$ cat src/rtl/lsu_mem_master.sv
// Purpose: RV32I load/store unit turning byte/half/word accesses into whole-word block-RAM operations.
// Latency: loads respond 2 cycles after accept; SW writes 1 cycle after accept; SB/SH read-modify-write in 3 cycles.
// Backpressure: busy is high whenever state != IDLE; requests are sampled only in IDLE, so the MEM stage must stall on busy.
//
// Ports:
//   clk, rst_n                      clock and asynchronous active-low reset
//   req_valid/store/funct3/addr/wdata/rd   request from the MEM stage (captured on the accepting edge)
//   busy                            operation in flight
//   resp_valid/resp_data/resp_rd    formatted load result (data/rd hold their last value between responses)
//   store_done                      pulse in the cycle the memory write is issued
//   fault                           pulse after a misaligned address or illegal funct3 was rejected
//   mem_is_load/mem_is_store/mem_addr/mem_store_data/mem_load_data   word-addressed memory port
module lsu_mem_master #(
    parameter int ADDR_WIDTH = 12
) (
    input  logic        clk,
    input  logic        rst_n,
    input  logic        req_valid,
    input  logic        req_store,
    input  logic [2:0]  req_funct3,
    input  logic [31:0] req_addr,
    input  logic [31:0] req_wdata,
    input  logic [4:0]  req_rd,
    output logic        busy,
    output logic        resp_valid,
    output logic [31:0] resp_data,
    output logic [4:0]  resp_rd,
    output logic        store_done,
    output logic        fault,
    output logic        mem_is_load,
    output logic        mem_is_store,
    output logic [31:0] mem_addr,
    output logic [31:0] mem_store_data,
    input  logic [31:0] mem_load_data
);

    typedef enum logic [2:0] {
        S_IDLE  = 3'd0,
        S_RD    = 3'd1,
        S_LRESP = 3'd2,
        S_MERGE = 3'd3,
        S_WR    = 3'd4
    } state_t;

    state_t state_q, state_d;

    // Captured request. Only the address bits that reach the memory or pick a lane are kept.
    logic                  store_q;
    logic [2:0]            funct3_q;
    logic [ADDR_WIDTH+1:0] addr_q;
    logic [4:0]            rd_q;
    logic [31:0]           wdata_q;
    // Word to be written: req_wdata for SW, the merged word for SB/SH.
    logic [31:0]           word_q;
    logic                  fault_q;
    logic [31:0]           resp_data_q;
    logic [4:0]            resp_rd_q;

    // Address bits above the memory's word index are deliberately ignored.
    logic unused_addr_bits;
    assign unused_addr_bits = ^req_addr[31:ADDR_WIDTH+2];

    logic accept;
    logic req_bad;
    logic [31:0] load_fmt;
    logic [31:0] merged;
    logic [31:0] word_index;

    assign accept = (state_q == S_IDLE) && req_valid;

    // Accept-time legality: illegal funct3 or an address not aligned to the access size.
    always_comb begin
        req_bad = 1'b0;
        if (req_store) begin
            case (req_funct3)
                3'b000:  req_bad = 1'b0;
                3'b001:  req_bad = req_addr[0];
                3'b010:  req_bad = (req_addr[1:0] != 2'b00);
                default: req_bad = 1'b1;
            endcase
        end else begin
            case (req_funct3)
                3'b000, 3'b100: req_bad = 1'b0;
                3'b001, 3'b101: req_bad = req_addr[0];
                3'b010:         req_bad = (req_addr[1:0] != 2'b00);
                default:        req_bad = 1'b1;
            endcase
        end
    end

    // Next-state logic.
    always_comb begin
        state_d = state_q;
        case (state_q)
            S_IDLE: begin
                if (accept && !req_bad) begin
                    // Only a full-word store can skip the read.
                    if (req_store && (req_funct3 == 3'b010))
                        state_d = S_WR;
                    else
                        state_d = S_RD;
                end
            end
            S_RD:    state_d = store_q ? S_MERGE : S_LRESP;
            S_LRESP: state_d = S_IDLE;
            S_MERGE: state_d = S_WR;
            S_WR:    state_d = S_IDLE;
            default: state_d = S_IDLE;
        endcase
    end

    always_ff @(posedge clk or negedge rst_n) begin
        if (!rst_n)
            state_q <= S_IDLE;
        else
            state_q <= state_d;
    end

    // Load formatting: lane selection by address, then sign or zero extension by funct3.
    always_comb begin
        logic [7:0]  sel_byte;
        logic [15:0] sel_half;
        sel_byte = mem_load_data[7:0];
        case (addr_q[1:0])
            2'd0: sel_byte = mem_load_data[7:0];
            2'd1: sel_byte = mem_load_data[15:8];
            2'd2: sel_byte = mem_load_data[23:16];
            2'd3: sel_byte = mem_load_data[31:24];
            default: sel_byte = mem_load_data[7:0];
        endcase
        sel_half = addr_q[1] ? mem_load_data[31:16] : mem_load_data[15:0];
        case (funct3_q)
            3'b000:  load_fmt = {{24{sel_byte[7]}}, sel_byte};
            3'b001:  load_fmt = {{16{sel_half[15]}}, sel_half};
            3'b100:  load_fmt = {24'd0, sel_byte};
            3'b101:  load_fmt = {16'd0, sel_half};
            default: load_fmt = mem_load_data;
        endcase
    end

    // Read-modify-write merge: drop the store data into the addressed lane(s) of the read word.
    always_comb begin
        merged = mem_load_data;
        if (funct3_q == 3'b001) begin
            if (addr_q[1])
                merged[31:16] = wdata_q[15:0];
            else
                merged[15:0] = wdata_q[15:0];
        end else begin
            case (addr_q[1:0])
                2'd0: merged[7:0]   = wdata_q[7:0];
                2'd1: merged[15:8]  = wdata_q[7:0];
                2'd2: merged[23:16] = wdata_q[7:0];
                2'd3: merged[31:24] = wdata_q[7:0];
                default: merged = mem_load_data;
            endcase
        end
    end

    always_ff @(posedge clk or negedge rst_n) begin
        if (!rst_n) begin
            store_q     <= 1'b0;
            funct3_q    <= 3'd0;
            addr_q      <= '0;
            rd_q        <= 5'd0;
            wdata_q     <= 32'd0;
            word_q      <= 32'd0;
            fault_q     <= 1'b0;
            resp_data_q <= 32'd0;
            resp_rd_q   <= 5'd0;
        end else begin
            // Rejected requests leave the captured registers untouched.
            fault_q <= accept && req_bad;
            if (accept && !req_bad) begin
                store_q  <= req_store;
                funct3_q <= req_funct3;
                addr_q   <= req_addr[ADDR_WIDTH+1:0];
                rd_q     <= req_rd;
                wdata_q  <= req_wdata;
                word_q   <= req_wdata;
            end
            if (state_q == S_MERGE)
                word_q <= merged;
            if (state_q == S_LRESP) begin
                resp_data_q <= load_fmt;
                resp_rd_q   <= rd_q;
            end
        end
    end

    assign word_index = {{(32 - ADDR_WIDTH){1'b0}}, addr_q[ADDR_WIDTH+1:2]};

    assign busy           = (state_q != S_IDLE);
    assign mem_is_load    = (state_q == S_RD);
    assign mem_is_store   = (state_q == S_WR);
    assign store_done     = (state_q == S_WR);
    assign mem_addr       = ((state_q == S_RD) || (state_q == S_WR)) ? word_index : 32'd0;
    assign mem_store_data = (state_q == S_WR) ? word_q : 32'd0;
    assign fault          = fault_q;

    // The live value is shown during LRESP; afterwards the registered copy holds it.
    assign resp_valid = (state_q == S_LRESP);
    assign resp_data  = (state_q == S_LRESP) ? load_fmt : resp_data_q;
    assign resp_rd    = (state_q == S_LRESP) ? rd_q : resp_rd_q;

endmodule

$ cat config.mk
export PLATFORM = sky130hd
export DESIGN_NAME = lsu_mem_master
export DESIGN_NICKNAME = d
export VERILOG_FILES = /design/src/rtl/lsu_mem_master.sv
export SDC_FILE = /design/constraint.sdc
export NUM_CORES = 1
export LEC_CHECK = 0
export ABC_CLOCK_PERIOD_IN_PS = 3350
export BUFFER_PORTS_ARGS = -buffer_cell sky130_fd_sc_hd__buf_2
export CAP_MARGIN = 20
export CORE_ASPECT_RATIO = 0.8
export CORE_MARGIN = 5
export CORE_UTILIZATION = 40
export DETAILED_ROUTE_END_ITERATION = 12
export PLACE_DENSITY = 0.66
export SYNTH_ARGS = -nofsm -noshare
export SYNTH_HDL_FRONTEND = slang
export SYNTH_SLANG_ARGS = --single-unit
$ cat constraint.sdc
create_clock -name clk -period 3.35 [get_ports clk]
set_input_delay 1.005 -clock clk [delete_from_list [all_inputs] [get_ports clk]]
set_output_delay 1.005 -clock clk [all_outputs]
set_load 0.01 [all_outputs]
### Yosys cells after proc, flatten, opt, wreduce, memory -nomap -nowiden

Index checks and enable logic that the tools add are counted.
W data, S select, Z words.

| storage, ports and cells | value |
|---|---|
| register bits after elaboration | 112 |
| bits of input ports | 108 |
| output and inout port bits | 107 |
| logic and storage cells | 63 |

| operators by class | value |
|---|---|
| equality and inequality tests | 15 |
| muxes and demuxes | 23 |
| reduce and logical (&&, ||, !) cells | 15 |

Operator list:

| cell | number |
|---|---|
| $mux W32 | 5 |
| $pmux W32 S4 | 1 |
| $mux W16 | 3 |
| $mux W8 | 4 |
| $pmux W8 S4 | 1 |
| $eq A3 B3 Y1 const B | 5 |
| $mux W12 | 1 |
| $eq A3 B1 Y1 const B | 3 |
| $eq A3 B2 Y1 const B | 3 |
| $logic_not A3 Y1 | 3 |
| $pmux W3 S3 | 1 |
| $mux W3 | 2 |
| $pmux W1 S3 | 2 |
| $mux W5 | 1 |
| $eq A2 B2 Y1 const B | 2 |
| $logic_and A1 B1 Y1 | 4 |
| $reduce_bool A2 Y1 | 2 |
| $reduce_or A2 Y1 | 2 |
| $reduce_bool A3 Y1 | 1 |
| $eq A2 B1 Y1 const B | 1 |
| $logic_not A2 Y1 | 1 |
| $mux W1 | 2 |
| $ne A2 B1 Y1 const B | 1 |
| $logic_not A1 Y1 | 1 |
| $logic_or A1 B1 Y1 | 1 |

### Longest topological paths before layout

| logic depth | value |
|---|---|
| depth in word-level cells | 8 |
| mapped depth | 8 |
| mapped depth without buffers | 5 |

### Worst setup path after synthesis

Ideal clock, no wire load.

| path | value |
|---|---|
| kind | input-to-output |
| start | input port mem_load_data[31] |
| end | output port resp_data[21] |
| arrival time | 2.251 ns |
| required time | 2.345 ns |
| setup slack | 0.094 ns |
| cell stages on the path | 5 |
| buffers on the path | 1 |
| cells stage by stage | mux4_2 > nor2b_1 > nor3b_2 > buf_2 > o21ai_0 |

| on the way | value |
|---|---|
| word-level cells in the longest chain between the ends | 3 |
| elaborated cells on any way between the ends | 4 |
| classes of those cells | mux (4) |

Ends and longest elaborated chain:

| what | line | text |
|---|---|---|
| from (decl) | 34 | `input logic [31:0] mem_load_data` |
| $pmux W8 S4 or $mux W16 (tied branches) | 124, 131 |  |
| $pmux W32 S4 (*) | 132 | `case (funct3_q)` |
| $mux W32 (*) | -- |  |
| to (decl) | 26 | `output logic [31:0] resp_data,` |

Mark *: on every way between the ends. The rest lies on a longest branch, timed or not.

### Worst setup path in the final report

| path | value |
|---|---|
| start | input port mem_load_data[31] |
| end | output port resp_data[17] |

Same word-level chain as after synthesis.

==> out/qor.yml <==
outcome:
  status: "complete, but fails checks"
  violations: "setup timing"
drt:
  firstDrtPassIters: 5
  drtIter0Drc: 535
  via_per_inst: 5.324
  routedWlPerCell_um: 18.29
  drcViolationCount: 0
  drt_wl_total_um: 19660
  vias: 5723
  ant_nets: 0
timing:
  slew_headroom_pct: 41.49
  rsz0062_at_grt: "yes"
  finalHoldViolations: 0
  finalSetupViolations: 16
  setup_tns_ns: -0.4924
  finalCritPeriodShare_pct: 101.7
  period_needed_ns: 3.409
  tightest_slew_ns: 0.8655
  timing.fmax_mhz: 293.4
  fin_ws_ns: -0.05856
  slew_viol_final: 0
  finalClockSkew_ns: 0.006607
flow_run:
  maxCapViolations: 0
synth:
  ys.flop_type: "dfrtp_1"
  netlist_area_um2: 6182
  ys_warn_count: 0
  ys_seq_area_share_pct: 45.33
  yosysUniqueCellTypes: 51
  synth.most_common_cell: "nand2_1"
  synth_top_area_share_pct: 45.33
  ys_top_cells_by_area: "dfrtp_1 45%, nand2_1 11%, and2_1 3.2%, a21oi_1 3.0%, a221o_1 2.9%"
  postSynth.asyncResetShare_pct: 100.0
  syn_avg_cell_area_um2: 8.882
  yosysTopAreaCell: "dfrtp_1"
  netlist_top_cells_count: "182 x nand2_1, 112 x dfrtp_1, 37 x a21oi_1, 32 x and2_1, 31 x clkbuf_1"
  netlist_instances: 696
  synth-edff-count: 0
  ys_seq_elements: 112
worst_setup_path:
  critPathKind: "in -> out"
  start_kind: "input port"
  arrival_ns: 2.40
  critPathMaxFanout: 8
  crit_required_ns: 2.34
  endpoint_kind: "output port"
layout:
  drive_above_1_share_pct: 31.79
  fin_area_um2: 7649
  area_growth_pct: 23.72
  postLayoutCoreUtil_pct: 50.60
  diodes: 0
  nets: 968
die:
  die_w_um: 149.0
  die_y_um: 121.2
  initial_utilization_pct: 40.90
  io_pins: 215
  die-area_um2: 18060
  core_um2: 15110
  rows: 40
clock_tree:
  clk_pin_slew_ns: 0.07
  clockBufferDepth: 2
  clk_latency_ns: 0.36
  htree_levels: 3
  cts_buffers: 9
  root_buffer: "clkbuf_16"
  cts_tree: "done"
  cts.sinks: 112
  cts_hold_buf: 0
power:
  power_w: 0.006988
  leakage_nw: 3.740
  ir_worst_vdd_mv: 0.4879
  powerDensity_nw_per_um2: 913.6
global_route:
  grt.met1_usage_pct: 34.38
  grt_pass1_vias: 5390
  globalRouteMet2Util_pct: 28.68
  grt_max_degree: 52
  grt_pass1_wl_um: 30280
  antenna_found_initial: 0
  grt_usage_pct: 21.51
  grt_use_met3_pct: 5.564
  grt-ovfl-total: 0
  busiest_layer: "met1"
worst_hold_path:
  holdCritPathClass: "reg -> reg"
place:
  gp_congestion: 0.9101
  post-dp-hpwl_um: 14440
  dpl_worst_slack_ns: -0.1137
  postPlaceCellArea_um2: 7236
  port_buffers: 176
[report_power, final]
| group | total (W) | switching (W) | internal, W |
|---|---|---|---|
| Clock | 0.00104 | 0.000516 | 0.000527 |
| Sequential | 0.00241 | 0.000415 | 0.00200 |
| Combinational | 0.00353 | 0.00205 | 0.00148 |
| Total | 0.00699 | 0.00298 | 0.00401 |
[worst max-delay path, cell delays in order]
cell,delay [ns]
buf_6,0.09
mux4_2,0.45
nor2b_4,0.15
nor3b_4,0.25
buf_6,0.20
o21ai_2,0.09
buf_2,0.15
[metal layers]
layer / vias up / wire length, µm
met1: 2734 / 9706
met2: 237 / 8054
met5: - / 0
li1: 2735 / -
met4: 0 / 236
met3: 17 / 1665
[flip-flops by register name, indices dropped and copies added (netlist names)]
| register | flops |
|---|---|
| word_q | 32 |
| state_q | 3 |
| resp_data_q | 32 |
| store_q | 1 |
| addr_q | 14 |
| rd_q | 5 |
| wdata_q | 16 |
| resp_rd_q | 5 |
| funct3_q | 3 |
| fault | 1 |
[path summary, 6_finish.rpt]
path,cells after the start,start,slack [ns],end
max,7,mem_load_data[31],-0.06,resp_data[17]
min,2,addr_q[6],0.47,addr_q[6]
max reg2reg,5,addr_q[1],0.88,word_q[10]
min reg2reg,2,addr_q[6],0.47,addr_q[6]
max in group asynchronous,2,rst_n,1.95,addr_q[1]
min in group asynchronous,1,rst_n,0.68,word_q[20]
[cells by family (layout without fill, tap and decap cells)]
kind of cell / count (synthesis) / count (layout) / synth area share [%]
DFF: 112 / 112 / 45.33
buffers and inverters: 86 / 236 / 7.306
muxes: 26 / 26 / 4.574
other: 1 / 20 / 0.06066
and+or+nand+nor: 313 / 313 / 24.35
AOI/OAI and AO/OA: 158 / 158 / 18.38
[stage by stage]
stage | cells | hold slack, ns
after floorplan | 715 | 0.4374
after global placement | 1057 | 0.4496
after detailed placement | 1057 | 0.4547
after CTS | 1074 | 0.4737
after global routing | 1075 | 0.4954
final | 1075 | 0.4692
[placed cells by master (no fill, tap or decap), types with 4 or more instances in the layout]
master      count
a21oi_1        37
a221o_1        18
a2bb2oi_1       7
a31oi_1         8
and2_1         32
and3_1          8
buf_2         171
buf_4          29
buf_6           6
clkbuf_16       9
clkinvlp_4      4
conb_1         20
dfrtp_1       111
inv_1          10
mux2_2          8
mux2i_1        17
nand2_1       182
nand2b_1       10
nand3b_1        9
nor2_1          5
nor2b_1        14
nor3_1         27
nor4_1          6
o211ai_1       24
o21ai_0        14
o21ai_1         5
o21ai_2        14
o221a_2        13
o221ai_1        7
[repair_timing]
| item | CTS | global route |
|---|---|---|
| setup buffers | 0 | 1 |
| resized for setup | 19 | 27 |
| endpoints found under the setup margin | 37 | 25 |
| cloned | 1 | 0 |
| pin swaps | 0 | 2 |
[final cells by class]
class	count	area, µm²
clock inverters	6	45.04
inverters	12	48.80
clock buffers	10	239.0
well taps	210	262.8
multi-input cells	517	3068
repair buffers	208	1181
fillers	1496	7466
flip-flops and latches	112	2804
(Power assumes the default switching activity.)
